[src/rtl/br_stats_mmio.sv]
// br_stats_mmio
//   Memory-mapped branch-prediction statistics unit on the external data bus.
//   It counts resolved branches, BTB hits, mispredictions and enabled cycles in
//   32-bit saturating counters. 32-bit values are read over the 16-bit MMIO
//   path: reading a lo word snapshots that counter's upper half into a shadow
//   register, and the matching hi word returns the snapshot.
//
// Ports
//   clk            system clock, rising edge
//   rst            asynchronous active-high reset
//   addr[15:0]     bus address; a 16-word window at BASE_ADDR
//   mm_re          read strobe
//   mm_we          write strobe
//   wdata[15:0]    write data (only CTRL at offset 0 is writable)
//   inc_br_cnt     one pulse per resolved branch
//   inc_hit_cnt    one pulse per BTB hit
//   inc_mispr_cnt  one pulse per misprediction
//   rdata[15:0]    combinational read data, 0 when the window is not selected
//   ovf_irq        registered overflow interrupt
//
// Register map (word offsets)
//   0 CTRL   bit0 EN, bit1 CLR (self-clearing, reads 0), bit2 IRQ_EN
//   1 STATUS bits[3:0] sticky overflow: BR, HIT, MISPR, CYC
//   2/3 BR lo/hi, 4/5 HIT lo/hi, 6/7 MISPR lo/hi, 8/9 CYC lo/hi, 10-15 read 0
module br_stats_mmio #(
   parameter logic [15:0] BASE_ADDR = 16'hC010
) (
   input  logic        clk,
   input  logic        rst,
   input  logic [15:0] addr,
   input  logic        mm_re,
   input  logic        mm_we,
   input  logic [15:0] wdata,
   input  logic        inc_br_cnt,
   input  logic        inc_hit_cnt,
   input  logic        inc_mispr_cnt,
   output logic [15:0] rdata,
   output logic        ovf_irq
);

   // Saturating increment: returns {overflow_attempt, next_value}.
   // A saturated counter holds and reports the attempted increment.
   function automatic logic [32:0] sat_step(input logic [31:0] cnt, input logic inc);
      logic [32:0] res;
      res = {1'b0, cnt};
      if (inc) begin
         if (cnt == 32'hFFFF_FFFF) res = {1'b1, cnt};
         else                      res = {1'b0, cnt + 32'd1};
      end
      return res;
   endfunction

   logic        en;
   logic        irq_en;
   logic [3:0]  status;
   logic [15:0] shadow;
   logic [31:0] br_cnt;
   logic [31:0] hit_cnt;
   logic [31:0] mispr_cnt;
   logic [31:0] cyc_cnt;

   logic        sel;
   logic [3:0]  off;
   logic        rd_en;
   logic        ctrl_wr;
   logic        clr;

   logic [32:0] br_step;
   logic [32:0] hit_step;
   logic [32:0] mispr_step;
   logic [32:0] cyc_step;

   logic        en_nxt;
   logic        irq_en_nxt;
   logic [3:0]  status_nxt;
   logic [15:0] shadow_nxt;
   logic [31:0] br_nxt;
   logic [31:0] hit_nxt;
   logic [31:0] mispr_nxt;
   logic [31:0] cyc_nxt;

   assign sel     = (addr[15:4] == BASE_ADDR[15:4]);
   assign off     = addr[3:0];
   assign rd_en   = mm_re & sel;
   assign ctrl_wr = mm_we & sel & (off == 4'd0);
   assign clr     = ctrl_wr & wdata[1];

   always_comb begin
      // Counting in this cycle follows the EN value already in place; a CTRL
      // write only changes counting from the following cycle.
      br_step    = sat_step(br_cnt,    en & inc_br_cnt);
      hit_step   = sat_step(hit_cnt,   en & inc_hit_cnt);
      mispr_step = sat_step(mispr_cnt, en & inc_mispr_cnt);
      cyc_step   = sat_step(cyc_cnt,   en);

      en_nxt     = en;
      irq_en_nxt = irq_en;
      br_nxt     = br_step[31:0];
      hit_nxt    = hit_step[31:0];
      mispr_nxt  = mispr_step[31:0];
      cyc_nxt    = cyc_step[31:0];
      status_nxt = status | {cyc_step[32], mispr_step[32], hit_step[32], br_step[32]};
      shadow_nxt = shadow;

      if (rd_en) begin
         case (off)
            4'd2:    shadow_nxt = br_cnt[31:16];
            4'd4:    shadow_nxt = hit_cnt[31:16];
            4'd6:    shadow_nxt = mispr_cnt[31:16];
            4'd8:    shadow_nxt = cyc_cnt[31:16];
            default: shadow_nxt = shadow;
         endcase
      end

      if (ctrl_wr) begin
         en_nxt     = wdata[0];
         irq_en_nxt = wdata[2];
      end

      // Clear wins over any same-cycle increment, overflow or snapshot.
      if (clr) begin
         br_nxt     = 32'd0;
         hit_nxt    = 32'd0;
         mispr_nxt  = 32'd0;
         cyc_nxt    = 32'd0;
         status_nxt = 4'd0;
         shadow_nxt = 16'd0;
      end
   end

   always_ff @(posedge clk or posedge rst) begin
      if (rst) begin
         en        <= 1'b1;
         irq_en    <= 1'b0;
         status    <= 4'd0;
         shadow    <= 16'd0;
         br_cnt    <= 32'd0;
         hit_cnt   <= 32'd0;
         mispr_cnt <= 32'd0;
         cyc_cnt   <= 32'd0;
         ovf_irq   <= 1'b0;
      end else begin
         en        <= en_nxt;
         irq_en    <= irq_en_nxt;
         status    <= status_nxt;
         shadow    <= shadow_nxt;
         br_cnt    <= br_nxt;
         hit_cnt   <= hit_nxt;
         mispr_cnt <= mispr_nxt;
         cyc_cnt   <= cyc_nxt;
         // Built from next-state values so the interrupt rises on the same
         // edge that sets the flag and drops on the edge that clears it.
         ovf_irq   <= irq_en_nxt & (|status_nxt);
      end
   end

   // Reads see pre-write state; hi offsets return the snapshot, not live data.
   always_comb begin
      rdata = 16'h0000;
      if (sel) begin
         case (off)
            4'd0:    rdata = {13'd0, irq_en, 1'b0, en};
            4'd1:    rdata = {12'd0, status};
            4'd2:    rdata = br_cnt[15:0];
            4'd3:    rdata = shadow;
            4'd4:    rdata = hit_cnt[15:0];
            4'd5:    rdata = shadow;
            4'd6:    rdata = mispr_cnt[15:0];
            4'd7:    rdata = shadow;
            4'd8:    rdata = cyc_cnt[15:0];
            4'd9:    rdata = shadow;
            default: rdata = 16'h0000;
         endcase
      end
   end

endmodule

[config.mk]
export PLATFORM = sky130hd
export DESIGN_NAME = br_stats_mmio
export DESIGN_NICKNAME = d
export VERILOG_FILES = /design/src/rtl/br_stats_mmio.sv
export SDC_FILE = /design/constraint.sdc
export NUM_CORES = 1
export LEC_CHECK = 0
export ABC_AREA = 1
export CORE_AREA = 3 3 174 176
export DETAILED_ROUTE_END_ITERATION = 8
export DIE_AREA = 0 0 177 179
export GPL_ROUTABILITY_DRIVEN = 0
export GPL_TIMING_DRIVEN = 0
export PLACE_DENSITY_LB_ADDON = 0.1
export SLEW_MARGIN = 20
export SYNTH_ARGS = -nofsm -noshare
export SYNTH_HDL_FRONTEND = slang
export SYNTH_SLANG_ARGS = --single-unit
[constraint.sdc]
create_clock -name clk -period 7.2 [get_ports clk]
set_clock_uncertainty 0.15 [all_clocks]
set_input_delay 1.44 -clock clk [delete_from_list [all_inputs] [get_ports clk]]
set_output_delay 1.44 -clock clk [all_outputs]
set_load 0.01 [all_outputs]
==> results of run 1 <==
final cells by class:
type | count | area (µm²) | share of cell area, %
inverters | 213 | 813 | 6.54
plain buffers | 42 | 243 | 1.95
clock buffers | 20 | 447 | 3.59
clock inverters | 12 | 118 | 0.946
multi-input cells | 1332 | 6100 | 49.1
flip-flops and latches | 151 | 3780 | 30.4
well taps | 384 | 480 | 3.86
repair buffers | 43 | 448 | 3.60
worst max-delay path: stages:
cell	delay [ps]
clkdlybuf4s50_1	610
inv_1	70
nor2_1	120
nand2_1	200
clkbuf_1	330
o21ai_0	540
a21oi_1	110
a31oi_1	200
clkdlybuf4s50_1	580
sequential cells by signal, summed over array words and instances (netlist names):
name / flops
irq_en: 1
shadow: 16
status: 4
hit_cnt: 32
en: 1
ovf_irq: 1
mispr_cnt: 32
cyc_cnt: 32
br_cnt: 32
synthesized netlist by cell type (5+ instances only):
cell type    n
a211oi_1     7
a21oi_1     39
a31oi_1      5
buf_2       13
buf_6        6
clkbuf_1    18
dfrtp_1    150
inv_1      200
inv_2        7
nand2_1    567
nand2_2     11
nand3_1    124
nand4_1     40
nor2_1     278
nor2_2       7
nor2_4       5
nor3_1      31
o21ai_0     94
o21ai_1     10
o21ai_2     10
o22ai_1     46
xor2_1      30
metrics by stage:
| stage | setup slack (ps) | util (%) |
|---|---|---|
| global route | 1310 | 43.2 |
| global placement | -1160 | 41.1 |
| floorplan | 1550 | - |
| finish | 1410 | 43.2 |
| detailed placement | 1440 | 41.2 |
| CTS | 1420 | 43.2 |
how the worst max path moves through the flow:
stage | start | endpoint | slack, ps
after floorplan | rst | br_cnt[0] | 1550
after global placement | rst | mispr_cnt[23] | -1160
after detailed placement | addr[4] | rdata[3] | 1440
after CTS | addr[4] | rdata[3] | 1420
after global routing | addr[15] | rdata[4] | 1310
final | addr[2] | rdata[15] | 1410
kinds of logic after synthesis:
family / after synthesis / synth area share [%]
AND/OR/NAND/NOR: 1079 / 41.6
buffers and inverters: 255 / 9.59
AO/OA/AOI/OAI: 216 / 11.1
flip-flops: 151 / 34.6
XOR/XNOR: 33 / 2.64
adder cells (fa/ha/maj): 4 / 0.458
routing by layer:
metal	vias to the layer above	track usage [%]	part of all wire [%]
met1	5564	38.3	46
met4	0	11.1	4.1
met5	-	0	0
li1	5694	-	-
met3	69	3.77	6.5
met2	434	41.7	44
report_power, final:
group / switching (mW) / internal (mW) / total [mW]
Combinational: 0.0593 / 0.0288 / 0.0881
Sequential: 0.00211 / 0.849 / 0.851
Clock: 0.411 / 0.490 / 0.901
==> reports/results.tsv, run 1 <==
metric	value	unit
Max-slew headroom	38.5	%
Initial Util	38.0	%
CTS Buf Count	17	
RSZ-0062 raised after global routing	false	
Clock transition at path regs	70	ps
Syn Std Cell Area	10900	µm²
Worst Tran Pin Value	923	ps
most frequent cells in the layout	567 x nand2_1, 278 x nor2_1, 199 x inv_1	
Reg-to-Reg End	ovf_irq	
Placed Area	11900	µm²
pin count of the biggest net entering global routing	88	
Pleak	5.87	nW
Hold Crit Endpoint	br_cnt[10]	
WS Path Type	primary input to output pin	
Starting DRT DRC Count	1264	
fin. max-slew vios	0	
ys async rst share	100	%
HPWL Detailed	33.0	mm
fmax	173	MHz
Critical Path Fanout Max	10	
Sum Neg Setup Slack	0	ps
max_cap viols	0	
CTS HTree Levels	4	
Total GRT Usage	27.1	%
HP Start	br_cnt[10]	
P per Cell Area	148	nW/µm²
via count	11800	
CP arrival	4200	ps
Post-Syn Instances	1738	
post-synth top area cell	dfrtp_1	
Worst Setup End Kind	output pin	
clock sink count	151	
P&R area growth vs syn	13.7	%
routed vias/inst	5.35	
Yosys reg bits	151	
core box area	28800	µm²
DRT Pass-1 Iters	6	
Worst Setup Start Kind	primary input	
DIE WIDTH	177	µm
Post-CTS Setup Inserts	0	
R2R depth	11	
total power	1.84	mW
Synth top area share	34.3	%
Die Ht	179	µm
I/O Pins	56	
share of cells above drive strength 1	6.12	%
Non-Filler Instances	2197	
CTS resizes	0	
CP required	5610	ps
syn_area_per_cell	6.29	µm²
first-pass GRT wire length	64.5	mm
FP Rows	62	
outcome	finished clean	
Synth area leaders	dfrtp_1 34%, nand2_1 19%, nor2_1 9.5%	
worst hold margin	388	ps
filler instances	3086	
initial antenna violation count	0	
WL/cell	19.4	µm
sequential area share after synthesis	34.6	%
worst r2r src	hit_cnt[1]	
CTS tree	yes	
input/output buffers	42	
Die ar.	31700	µm²
Mapped Nets	1781	
number of global-route vias before repair	10600	
remaining antenna violation count	0	
Cells on Worst Hold Path	2	
Setup-failing EPs final	0	
Final Hold Vio Count	0	
Final Instance Area	12400	µm²
yosys warns	0	
CTS Hold Bufs	0	
Post-synth EDFFs	0	
worst skew pair latency	450	ps
cell total after placement	2165	
minimum clock period	5790	ps
Residual DRC	0	
Synth cell types	43	
CTS root buf	clkbuf_16	
drt total wl	42.5	mm
R2R Setup Slk	4760	ps
clk buf depth	2	
Nets	1843	
HP Class	flop to flop	
commonest non-fill, non-tap cell in the layout	nand2_1	
gr ovfl total	0	
Synth Flop Type	dfrtp_1	
Max IR drop VDD	0.161	mV
n_diodes	0	
Final period util	80.5	%
Note: power is estimated with default switching activity, not from simulation.
==> run 2, diff against run 1 <==
==> constraint.sdc (replaced) <==
create_clock -name clk -period 5.51 [get_ports clk]
set_clock_uncertainty 0.15 [all_clocks]
set_input_delay 1.102 -clock clk [delete_from_list [all_inputs] [get_ports clk]]
set_output_delay 1.102 -clock clk [all_outputs]
set_load 0.01 [all_outputs]
==> results of run 2 <==
The final DEF is identical to that of run 1. Status: finished clean.
Among the figures that moved: setup slack after placement 1440 ps -> 424 ps; setup slack after layout 1410 ps -> 392 ps; register-to-register setup slack 4760 ps -> 3070 ps; total power 1.84 mW -> 2.40 mW; worst IR drop on VDD 0.161 mV -> 0.210 mV
